File: config.mk
export PLATFORM = sky130hd
export DESIGN_NAME = seq_divider
export DESIGN_NICKNAME = d
export VERILOG_FILES = /design/src/rtl/seq_divider.sv
export SDC_FILE = /design/constraint.sdc
export NUM_CORES = 1
export LEC_CHECK = 0
export CORE_UTILIZATION = 55
export CTS_CLUSTER_SIZE = 20
export DETAILED_ROUTE_END_ITERATION = 6
export PLACE_DENSITY = 0.79
export SLEW_MARGIN = 20
export SYNTH_ARGS = -nofsm -noshare
export SYNTH_HDL_FRONTEND = slang
export SYNTH_SLANG_ARGS = --single-unit
File: constraint.sdc
create_clock -name clk -period 7.4 [get_ports clk]
set_clock_uncertainty 0.15 [all_clocks]
set_input_delay 1.48 -clock clk [delete_from_list [all_inputs] [get_ports clk]]
set_output_delay 1.48 -clock clk [all_outputs]
set_load 0.1 [all_outputs]
File: src/rtl/seq_divider.sv
// Restoring divider, signed (DIV) or unsigned (DIVU), one quotient bit per clock.
// Latency: WIDTH+1 cycles from accepted start to done; divide-by-zero finishes in 1.
// Backpressure: start is ignored while busy; accepted again in the done cycle.
module seq_divider #(
    parameter int WIDTH = 16
) (
    input  logic             clk,
    input  logic             reset,
    input  logic             start,
    input  logic             signed_op,
    input  logic [WIDTH-1:0] dividend,
    input  logic [WIDTH-1:0] divisor,
    output logic [WIDTH-1:0] quotient,
    output logic [WIDTH-1:0] remainder,
    output logic             busy,
    output logic             done,
    output logic             div_by_zero,
    output logic             overflow
);

    localparam int CW = (WIDTH > 2) ? $clog2(WIDTH) : 1;
    localparam logic [CW-1:0]    LAST = CW'(WIDTH - 1);
    localparam logic [WIDTH-1:0] MIN  = {1'b1, {(WIDTH-1){1'b0}}};

    typedef enum logic [1:0] {IDLE, RUN, FIX, DONE} state_t;

    state_t           state, state_nxt;
    logic [WIDTH-1:0] rem_w;
    logic [WIDTH-1:0] q_w;
    logic [WIDTH-1:0] dvs_w;
    logic [CW-1:0]    cnt;
    logic             neg_q;
    logic             neg_r;
    logic             ovf_pend;

    logic             accept;
    logic [WIDTH-1:0] dvd_abs;
    logic [WIDTH-1:0] dvs_abs;
    logic [WIDTH:0]   rem_sh;
    logic [WIDTH:0]   trial;

    always_comb begin
        accept  = start && (state == IDLE || state == DONE);
        dvd_abs = (signed_op && dividend[WIDTH-1]) ? -dividend : dividend;
        dvs_abs = (signed_op && divisor[WIDTH-1])  ? -divisor  : divisor;
        // Partial remainder stays below the divisor, so WIDTH+1 bits hold shift and trial.
        rem_sh  = {rem_w, q_w[WIDTH-1]};
        trial   = rem_sh - {1'b0, dvs_w};
    end

    always_ff @(posedge clk or posedge reset) begin
        if (reset) begin
            state <= IDLE;
        end else begin
            state <= state_nxt;
        end
    end

    always_comb begin
        state_nxt = state;
        case (state)
            IDLE, DONE: begin
                if (accept) begin
                    state_nxt = (divisor == '0) ? DONE : RUN;
                end else begin
                    state_nxt = IDLE;
                end
            end
            RUN:     state_nxt = (cnt == LAST) ? FIX : RUN;
            FIX:     state_nxt = DONE;
            default: state_nxt = IDLE;
        endcase
    end

    always_comb begin
        busy = (state == RUN) || (state == FIX);
        done = (state == DONE);
    end

    always_ff @(posedge clk or posedge reset) begin
        if (reset) begin
            rem_w       <= '0;
            q_w         <= '0;
            dvs_w       <= '0;
            cnt         <= '0;
            neg_q       <= 1'b0;
            neg_r       <= 1'b0;
            ovf_pend    <= 1'b0;
            quotient    <= '0;
            remainder   <= '0;
            div_by_zero <= 1'b0;
            overflow    <= 1'b0;
        end else if (accept) begin
            rem_w       <= '0;
            q_w         <= dvd_abs;
            dvs_w       <= dvs_abs;
            cnt         <= '0;
            neg_q       <= signed_op && (dividend[WIDTH-1] ^ divisor[WIDTH-1]);
            neg_r       <= signed_op && dividend[WIDTH-1];
            ovf_pend    <= signed_op && (dividend == MIN) && (divisor == '1);
            overflow    <= 1'b0;
            div_by_zero <= (divisor == '0);
            if (divisor == '0) begin
                quotient  <= '1;
                remainder <= dividend;
            end
        end else if (state == RUN) begin
            cnt <= cnt + CW'(1);
            if (!trial[WIDTH]) begin
                rem_w <= trial[WIDTH-1:0];
                q_w   <= {q_w[WIDTH-2:0], 1'b1};
            end else begin
                rem_w <= rem_sh[WIDTH-1:0];
                q_w   <= {q_w[WIDTH-2:0], 1'b0};
            end
        end else if (state == FIX) begin
            // |MIN| / 1 already yields MIN after sign fix-up; only the flag is special.
            quotient  <= neg_q ? -q_w : q_w;
            remainder <= neg_r ? -rem_w : rem_w;
            overflow  <= ovf_pend;
        end
    end

endmodule

==> results.yml, run 1 <==
run_status:
  status: "finished clean"
critical_path:
  cp_max_fo: 34
  cp.required_ns: 7.56
  crit_path_max_incr_delay_ns: 0.74
  crit_family: "simple AND/OR/NAND/NOR gates"
  criticalPathCategory: "primary input to flop"
  cp_slowest_cell: "o21ai_4"
  endpoint_kind: "flop"
  crit_arrival_ns: 4.22
  start_kind: "primary input"
  worstPathCellList: "clkdlybuf4s50_1, or4_1, nor2_1, and3_1, nand3_2, o21ai_4, o211ai_1, nand2_1"
  cp_num_buf_inv: 1
sta:
  fin_crit_ns: 4.066
  rsz0062_at_grt: "no"
  maxSlewViolCount: 0
  final_hold_viol_count: 0
  worst_slew_pin_slew_ns: 0.9820
  max-slew-margin-rel: 0.3433
  setup_slack_ns: 3.334
  tns_ns: 0
  fmax_ghz: 0.2460
  finalCritPeriodShare: 0.5494
  setup_violations: 0
clock_tree:
  clk_latency_ns: 0.38
  clock-sinks: 91
  clk_pin_slew_ns: 0.09
  cts_buffers: 9
  ctsResizeCount: 0
  clockBufferDepth: 2
  cts_tree: "built"
  ctsRootBufferMaster: "clkbuf_8"
  post-cts-setup-buffers: 0
  htreeDepth: 3
  postCtsHoldBufs: 0
placed_design:
  dp_slack_ns: 2.969
  dp_cells: 882
  dp_hpwl_um: 10960
  gp_congestion: 0.9037
  place.port_buffers: 71
route:
  vias: 5415
  drt_iter0_drc: 325
  viasPerCell: 6.030
  drt_pass1_iterations: 5
  drc: 0
  postRouteWirelength_um: 15050
  final_antenna_net_count: 0
  wl_per_cell_um: 16.76
synthesis:
  yosysTopAreaCell: "dfrtp_1"
  ys_ff_latch: 91
  synth_seq_area_share: 0.3807
  synth_ff_type: "dfrtp_1"
  synth.most_common_cell: "nand2_1"
  syn_nets: 764
  syn_avg_cell_area_um2: 8.521
  synth_edf_count: 0
  async_reset_ff_frac: 1.000
  syn_inst: 702
  yosysWarnings: 0
  synth_cell_types: 59
  synthTopCellsByCount: "nand2_1 (95), dfrtp_1 (91), a21oi_1 (61), nor2_1 (61), o21ai_0 (45)"
  syn-cell-area_um2: 5982
  synth_top_area_share: 0.3807
  synthTopCellsByArea: "dfrtp_1 (38%), nand2_1 (6.0%), xor2_1 (5.7%)"
final_layout:
  drive_above_1_share: 0.04068
  fin_nets: 819
  n_fill_cell: 875
  stdcell_count: 898
  utilization: 0.6712
  multiInputGateArea_um2: 3431
  synthToLayoutAreaGrowth_pct: 16.88
  n_antenna_cell: 0
  seq_area_um2: 2277
min_path:
  hold_class: "flop to flop"
run:
  max_cap_violations: 0
floorplanning:
  ioPinCount: 72
  die_area_um2: 11300
  die_x_um: 106.3
  core_area_um2: 10420
  start_util: 0.5743
  rows: 37
  fp.dieH_um: 106.3
grt:
  antenna_found_initial: 0
  first_global_vias: 5132
  grt_usage: 0.2825
  grt_pass1_wl_um: 25050
  grt_max_degree: 87
  grt-ovfl-total: 0
pwr:
  swShare: 0.4619
  power_density_nw_per_um2: 392.6
  pwr-share-seq: 0.304
  pwr-share-comb: 0.559
  p_clk_frac: 0.136
  p_leak_nw: 3.112
  total_power_mw: 2.745
  switching_power_mw: 1.268
  max-vdd-ir-drop_uv: 171.7
  p_int_mw: 1.477
path summary, 6_finish.rpt:
path | start | endpoint | slack (ns) | cells after the start
max in group asynchronous | reset | div_by_zero$_DFFE_PP0P_ | 4.98 | 4
setup reg to reg | q_w[15]$_DFFE_PP0P_ | rem_w[13]$_DFFE_PP0P_ | 3.62 | 10
setup / recovery | divisor[2] | remainder[5]$_DFFE_PP0P_ | 3.33 | 8
hold reg to reg | ovf_pend$_DFFE_PP0P_ | ovf_pend$_DFFE_PP0P_ | 0.33 | 2
hold / removal | ovf_pend$_DFFE_PP0P_ | ovf_pend$_DFFE_PP0P_ | 0.33 | 2
min in group asynchronous | reset | remainder[2]$_DFFE_PP0P_ | 1.11 | 2
sequential cells by signal (all words and copies together), names as in the netlist:
name,cells
q_w,16
remainder,16
cnt,4
dvs_w,16
rem_w,16
overflow,1
quotient,16
ovf_pend,1
state,2
neg_r,1
neg_q,1
div_by_zero,1
logic make-up (layout without fill, tap and decap cells):
kind of cell | Yosys count | after routing | share of synthesized area
compound gates | 197 | 197 | 0.2002
xor+xnor | 67 | 67 | 0.09810
fa+ha+maj | 26 | 26 | 0.05564
buf+inv | 67 | 127 | 0.04664
flops | 91 | 91 | 0.3807
mux | 28 | 28 | 0.04685
simple gates | 226 | 226 | 0.1719
through the flow:
step	hold slack (ns)	cell area (um^2)
after floorplan	0.2779	5982
after global placement	0.2936	6751
after detailed placement	0.3087	6771
after CTS	0.3295	6992
after global routing	0.3445	6992
final	0.3260	6992
cell type report:
| cell class | count | area share |
|---|---|---|
| Multi-Input combinational cell | 544 | 0.4907 |
| Sequential cell | 91 | 0.3257 |
| Timing Repair Buffer | 76 | 0.1088 |
| Tap cell | 136 | 0.02434 |
| Clock buffer | 12 | 0.02362 |
| Inverter | 35 | 0.01897 |
| Clock inverter | 4 | 0.007874 |
layout by cell type (no fill, tap or decap), types with 5 or more instances in the layout:
cell type,n
nor3_1,13
nand4_1,8
a21oi_1,61
nand2_1,94
o31ai_1,9
dfrtp_1,91
a21o_1,5
or3_1,8
o21ai_1,24
xnor2_1,28
a31oi_1,7
inv_1,33
clkbuf_8,12
o21a_1,6
o21ai_0,45
o211ai_1,10
and3_1,6
mux2i_1,28
ha_1,24
nand3_1,6
xor2_1,39
clkdlybuf4s50_1,71
nor2_1,61
tightest hold or removal path: cells and delay by family, from the launching register on:
family           cells  cell delay, ns
DFF                  1            0.34
and+or+nand+nor      2            0.12
per-layer routing:
metal | routed length [um] | GRT usage
met5 | 0 | 0
met4 | 339 | 0.1220
met3 | 810 | 0.02943
met2 | 7284 | 0.4763
met1 | 6612 | 0.3684
power by group through the flow:
stage               combinational, mW  clock, mW  sequential (mW)
floorplan                        1.26          0            0.782
global placement                 1.45          0            0.828
detailed placement               1.51          0            0.839
CTS                              1.52      0.381            0.828
global route                     1.71      0.398            0.856
finish                           1.54      0.374            0.836
Note: power is estimated with default switching activity, not from simulation.
==> run 2, diff against run 1 <==
Settings changed: CORE_UTILIZATION 55 to 51, PLACE_DENSITY 0.79 to 0.77.
Clock period 7.4 ns to 3.3 ns, I/O delays scaled along.
==> results.yml, run 2 (synthesis results as in run 1) <==
sta:
  fin_crit_ns: 3.114
  finalCritPeriodShare: 0.9436
  fmax_ghz: 0.3211
  tns_ns: 0
  setup_violations: 0
  maxSlewViolCount: 0
  rsz0062_at_grt: "no"
  max-slew-margin-rel: 0.5825
  hold-worst-slack_ns: 0.3197
  final_hold_viol_count: 0
  worst_slew_pin_slew_ns: 0.6210
  setup_slack_ns: 0.1860
critical_path:
  crit_arrival_ns: 3.16
  cp_slowest_cell: "dfrtp_1"
  crit_path_max_incr_delay_ns: 0.40
  criticalPathCategory: "flop to flop"
  worstPathCellList: "ha_1, fa_1, and2b_1, o2111ai_2, a31oi_1, buf_4, a211o_1, o211a_1, buf_4, mux2i_1, a21oi_1"
  cp.required_ns: 3.34
  cpMostUsedCell: "buf_4"
  endpoint_kind: "flop"
  start_kind: "flop"
  cp_num_buf_inv: 2
  cp_max_fo: 8
  crit_family: "compound AO/OA/AOI/OAI gates"
clock_tree:
  clock-sinks: 91
  postCtsHoldBufs: 0
  post-cts-setup-buffers: 0
  htreeDepth: 3
  clk_latency_ns: 0.35
  cts_buffers: 9
  cts_tree: "built"
  clockBufferDepth: 2
  ctsRootBufferMaster: "clkbuf_16"
  ctsResizeCount: 0
  clk_pin_slew_ns: 0.06
pwr:
  max-vdd-ir-drop_uv: 403.6
  total_power_mw: 6.579
  power_density_nw_per_um2: 919.2
  p_leak_nw: 3.323
route:
  vias: 5497
  postRouteWirelength_um: 15580
  wl_per_cell_um: 16.86
  viasPerCell: 5.949
  drt_iter0_drc: 453
  final_antenna_net_count: 0
  drt_pass1_iterations: 6
  drc: 0
grt:
  grt-ovfl-total: 0
  antenna_found_initial: 0
  first_global_vias: 5092
  grt_usage: 0.2642
  grt_max_degree: 48
  grt_pass1_wl_um: 24710
floorplanning:
  die_x_um: 110.3
  start_util: 0.5239
  ioPinCount: 72
  die_area_um2: 12170
  core_area_um2: 11420
  rows: 39
  fp.dieH_um: 110.3
placed_design:
  dp_cells: 908
  place_area_um2: 6845
  place.port_buffers: 71
  dp_hpwl_um: 11350
  dp_slack_ns: 0.08685
  gp_congestion: 0.9446
final_layout:
  drive_above_1_share: 0.1101
  n_fill_cell: 1011
  utilization: 0.6269
  synthToLayoutAreaGrowth_pct: 19.66
  design_area_um2: 7158
  final_cell_mix: "nand2_1 (94), dfrtp_1 (91), a21oi_1 (61), nor2_1 (61), buf_4 (58)"
  layout_commonest_cell: "nand2_1"
  fin_nets: 838
  multiInputGateArea_um2: 3431
  stdcell_count: 924
  n_antenna_cell: 0
  seq_area_um2: 2277
run_status:
  status: "finished clean"
run:
  max_cap_violations: 0
min_path:
  hold_class: "flop to flop"
## run 2: changes by cell type in the layout (fill, tap and decap cells not counted)
cell,change
clkbuf_16,+9
clkdlybuf4s50_1,-36
clkbuf_8,-10
inv_6,-1
buf_4,+54
buf_12,+1
clkinv_4,+1
clkinv_2,+1
## run 2: final cells by class
cell class	count	share of cell area
multi-input combinational	544	0.4793
sequential	91	0.3181
timing repair buffer	95	0.1154
clock buffer	11	0.03531
tap	143	0.02500
inverter	35	0.01853
clock inverter	5	0.008390
## run 2: final timing paths
path,startpoint,to,slack (ns),cells past startpoint
worst max-delay path,dvs_w[0]$_DFFE_PP0P_,rem_w[11]$_DFFE_PP0P_,0.19,11
worst min-delay path,ovf_pend$_DFFE_PP0P_,ovf_pend$_DFFE_PP0P_,0.32,2
worst max register to register,dvs_w[0]$_DFFE_PP0P_,rem_w[11]$_DFFE_PP0P_,0.19,11
worst min register to register,ovf_pend$_DFFE_PP0P_,ovf_pend$_DFFE_PP0P_,0.32,2
max in group asynchronous,reset,dvs_w[11]$_DFFE_PP0P_,1.66,3
min in group asynchronous,reset,remainder[6]$_DFFE_PP0P_,0.55,2
## run 2: worst reg2reg max path: stages (launching register included)
cell and delay, ns:
dfrtp_1 0.40, ha_1 0.21, fa_1 0.40, and2b_1 0.24, o2111ai_2 0.15, a31oi_1 0.29, buf_4 0.18, a211o_1 0.13
o211a_1 0.28, buf_4 0.23, mux2i_1 0.21, a21oi_1 0.09
## run 2: per-layer routing
layer | vias up | track usage | share of wire
met3 | 33 | 0.03351 | 0.061
met2 | 222 | 0.4414 | 0.47
met4 | 0 | 0.1024 | 0.023
met1 | 2627 | 0.3479 | 0.45
li1 | 2615 | - | -
met5 | - | 0 | 0
## run 2: where the power goes
part | leakage (nW) | internal, mW | switching, mW | total, mW
sequential | 1.19 | 1.43 | 0.419 | 1.85
combinational | 1.98 | 1.59 | 2.05 | 3.64
clock | 0.152 | 0.632 | 0.454 | 1.09
total | 3.32 | 3.65 | 2.93 | 6.58
==> patch 1: new RTL, flow settings as in run 1 <==
The 4 states of `state_t` get a one-hot encoding in 4 bits.
--- a/src/rtl/seq_divider.sv
+++ b/src/rtl/seq_divider.sv
@@ -24,3 +24,3 @@
 
-    typedef enum logic [1:0] {IDLE, RUN, FIX, DONE} state_t;
+    typedef enum logic [3:0] {IDLE = 4'b0001, RUN = 4'b0010, FIX = 4'b0100, DONE = 4'b1000} state_t;
 
Check against the original RTL: no difference found for any inputs over 10 cycles, from zero or initial values and one cycle with reset high; not proved beyond that.
==> patch 1 against run 1 <==
Final area down 0.95%; area after synthesis down 0.63%; routed wire length up 1.1%; register-to-register slack better by 0.19 ns; sequential cell count up 2; sequential power down 11%; setup slack worse by 0.29 ns; total power down 31%; via count down 2.3%.
==> patch 1: results (changes against run 1) <==
* Dpl hpwl at 11390 um (+3.9%)
* WL/cell at 17.10 um (+2.0%)
* Synth top area cells: dfrtp_1 (39%), xor2_1 (7.1%), o21ai_0 (6.3%)
* R2R cell count at 9 (-1)
* Met3 usage at 0.04966 (+0.02023)
* Post-Layout Cell Count at 890 (-0.89%)
* R2r setup slk at 3.81 ns (+0.19 ns)
* Routability cong. at 0.9038 (about the same)
* Tot GR Track Use at 0.2865 (+0.004051)
* Vias in the first global route at 5075 (-1.1%)
* Sequential share of the synthesized area at 0.3917 (+0.01103)
* Cell variety after synth at 56 (-5.1%)
* Placed instance count at 874 (-0.91%)
* Crit path max fanout at 76 (+120%)
* Hold wc startpoint: remainder[11]
* Share of cells above drive strength 1 at 0.05968 (+0.01900)
* Met2 Routed Length at 7189 um (-1.3%)
* FILL cells at 895 (+2.3%)
* Wl on met1 at 6739 um (+1.9%)
* P_leak at 0.002987 uW (-4.0%)
* Nets@finish at 808 (-1.3%)
* Drt first-iter violations at 349 (+7.4%)
* Largest net degree at the start of global routing at 77 (-11%)
* Status: completed
* GRT met1 Usage at 0.3790 (+0.01057)
* Metal3 WL at 837 um (+3.3%)
* Syn Inst Count at 695 (-1.0%)
* Top cells by count, synth: dfrtp_1 (92), nand2_1 (90), o21ai_0 (75)
* Worst Tran Pin Value at 0.9902 ns (+0.008159 ns)
* Dpl cell area at 0.006749 mm^2 (-0.33%)
* Endpoint with the worst hold slack: remainder[11]
[patch 1: changes by cell type in the layout (fill, tap and decap cells not counted), moves of 14 or more]
cell,run 1,this run
o21ai_0,45,75
mux2i_1,28,12
nand3_1,6,20
o21ai_1,24,6
a21oi_1,61,46
nor2_1,61,45
[patch 1: worst max-delay path: stages]
cell and delay (ns):
clkdlybuf4s50_1 0.43, nand3_2 0.07, buf_4 0.57, nor4_4 0.10
buf_4 0.22, nor2_2 0.62, clkinv_2 0.41, and3_1 0.30
a221o_1 0.26
[patch 1: metrics by stage]
step | worst slack (ns) | util
2_1_floorplan | 2.203 | -
3_3_place_gp | 2.756 | 0.6479
3_5_place_dp | 2.643 | 0.6479
4_1_cts | 3.049 | 0.6646
5_1_grt | 2.793 | 0.6649
6_report | 3.040 | 0.6649
[patch 1: logic make-up after synthesis]
kind of cell,after synthesis,synth area share
simple gates,235,0.1917
compound gates,201,0.2027
flops,93,0.3917
xor+xnor,68,0.1002
buf+inv,62,0.04188
fa+ha+maj,23,0.04967
mux,13,0.02210
[patch 1: cell type report]
cell class	count	area, um^2	area share
Clock inverter	7	50.05	0.007227
Sequential cell	93	2328	0.3362
Multi-Input combinational cell	540	3390	0.4894
Clock buffer	9	123.9	0.01789
Timing Repair Buffer	77	755.7	0.1091
Tap cell	136	170.2	0.02457
Inverter	28	107.6	0.01554
[patch 1: where the power goes]
group / total [uW] / switching [uW] / internal, uW
Sequential: 747 / 133 / 614
Combinational: 832 / 507 / 326
Clock: 322 / 198 / 124
Total: 1900 / 838 / 1060
[patch 1: worst max-delay path by stage]
stage,start,endpoint,cells past startpoint
3_3_place_gp,start,remainder[9],9
6_report,start,remainder[9],9
5_1_grt,start,remainder[9],9
3_5_place_dp,start,remainder[9],9
2_1_floorplan,state[2],done,1
4_1_cts,start,remainder[9],9
==> patch 2: new RTL, settings of run 1 <==
Without the edit above. `WIDTH`: 16 -> 8.
--- a/src/rtl/seq_divider.sv
+++ b/src/rtl/seq_divider.sv
@@ -4,3 +4,3 @@
 module seq_divider #(
-    parameter int WIDTH = 16
+    parameter int WIDTH = 8
 ) (
Ports: changed (resized dividend, divisor, quotient and remainder); port bits go from 72 to 40. No check against the original RTL was run, so the function may have changed too.
==> patch 2 against run 1 <==
Sequential share of layout area is 0.88 points higher; first-iteration DRC count fell by 47%; routed wire length decreased by 54%; total power is 39% lower; sequential cell count down 41; via count down 52%; non-clock buffer count is 34 lower; final area is 46% lower; area after synthesis shrank 47%; setup slack better by 0.15 ns; critical path type is now reg -> out; largest cell class unchanged.
==> patch 2: results (changes against run 1) <==
* Share of cells above drive strength 1 at 0.06510 (+0.02442)
* Worst Path Arrival at 2.28 ns (-1.94 ns)
* Critical Path Max Stage Delay at 1.12 ns (+0.38 ns)
* TritonRoute pass-1 iters at 4 (-1)
* Synth top area cells: dfrtp_1 (39%), ha_1 (7.0%), o21ai_0 (5.9%)
* Fraction of registers with async set/reset at 1.000 (unchanged)
* Clock Latency Late Sink at 0.31 ns (-0.07 ns)
* Sequential share of the synthesized area at 0.3912 (+0.01056)
* Largest net degree at the start of global routing at 51 (-41%)
* Nets@finish at 422 (-48%)
* Crit path max fanout at 5 (-85%)
* VDD IR-drop max at 0.2312 mV (+35%)
* Tot GR Track Use at 0.2432 (-0.03925)
* Post-synth top flop: dfrtp_1
* # diodes at 0 (unchanged)
* Slowest-stage cell, CP: clkdlybuf4s50_1
* Root Buffer: clkbuf_8
* Initial antenna violation count at 0 (unchanged)
* FILL cells at 460 (-47%)
* Reg clk slew, reported paths at 0.09 ns (about the same)
* Dpl hpwl at 4935 um (-55%)
* Top cells by count, synth: dfrtp_1 (50), o21ai_0 (38), nand2_1 (36)
* TritonCTS Buffers at 5 (-4)
* IO buf count at 39 (-45%)
* Ys Warns at 0 (unchanged)
* Slew headroom at 0.3465 (+0.003191)
* Syn_nets at 388 (-49%)
* Global-route wire length before repair at 11470 um (-54%)
* Post-CTS resize count at 0 (unchanged)
* # H-tree levels at 2 (-1)
* Post-CTS setup buffers at 0 (unchanged)
* Via/cell ratio at 5.743 (-4.8%)
* Vias in the first global route at 2466 (-52%)
* Max-cap viol count at 0 (unchanged)
* Status: completed
* P_leak at 0.001686 uW (-46%)
* Cell variety after synth at 51 (-14%)
* Routability cong. at 0.8579 (-5.1%)
* Pre-CTS setup slack at 3.426 ns (+0.4568 ns)
* Class of the worst hold path: reg -> reg
* Drt first-iter violations at 171 (-47%)
* Overall routed net length at 6970 um (-54%)
* CTS Buffer Depth at 2 (unchanged)
## patch 2: changes by cell type after synthesis, moves of 8 or more
cell             run 1  this run
nand2_1             95        36
a21oi_1             61        15
dfrtp_1             91        50
nor2_1              61        26
xor2_1              39        10
o21ai_1             24         0
mux2i_1             28        14
xnor2_1             28        16
clkbuf_1            22        11
inv_1               34        24
o211ai_1            10         2
## patch 2: worst max-delay path, delay by kind of cell (launching register included)
family	cells	cell delay [ns]
buffers and inverters	3	1.24
adder cells (fa/ha/maj)	1	0.35
flip-flops	1	0.39
## patch 2: final cells by class
type                            count  share of cell area
Clock buffer                        8             0.02943
Inverter                           24             0.02441
Multi-Input combinational cell    260              0.4773
Sequential cell                    50              0.3344
Tap cell                           72             0.02408
Timing Repair Buffer               42              0.1104
## patch 2: metal layers
metal	vias up	part of all wire	GRT usage
li1	1297	-	-
met1	1235	0.46	0.3241
met2	75	0.48	0.3956
met3	12	0.048	0.04419
met4	0	0.019	0.08889
met5	-	0	0
## patch 2: through the flow
step                  util  area (um^2)  power, uW  cells
floorplan                -         3198       1286    349
global placement    0.6551         3630       1450    448
detailed placement  0.6551         3630       1486    448
CTS                 0.6750         3740       1676    456
global route        0.6752         3741       1789    456
finish              0.6752         3741       1668    456
## patch 2: cell families (layout without fill, tap and decap cells)
family,count (synthesis),after routing,share of synthesized area
xor gates and xnor gates,26,26,0.07120
adders and majority gates,19,19,0.07668
DFF,50,50,0.3912
muxes,20,20,0.06494
buffers and inverters,39,74,0.05047
AOI/OAI and AO/OA,89,89,0.1741
and+or+nand+nor,106,106,0.1714
## patch 2: final timing paths
path / startpoint / to / slack [ns] / cells past startpoint
max: state[0] / busy / 3.49 / 4
min: dvs_w[6] / dvs_w[6] / 0.34 / 2
max reg2reg: q_w[7] / rem_w[7] / 4.37 / 10
min reg2reg: dvs_w[6] / dvs_w[6] / 0.34 / 2
max in group asynchronous: reset / dvs_w[6] / 5.10 / 2
min in group asynchronous: reset / remainder[4] / 1.49 / 2
## patch 2: where the power goes
group | switching (uW) | internal (uW) | total (uW)
Clock | 91.0 | 94.6 | 186
Sequential | 103 | 372 | 475
Combinational | 611 | 396 | 1010
Total | 805 | 863 | 1670
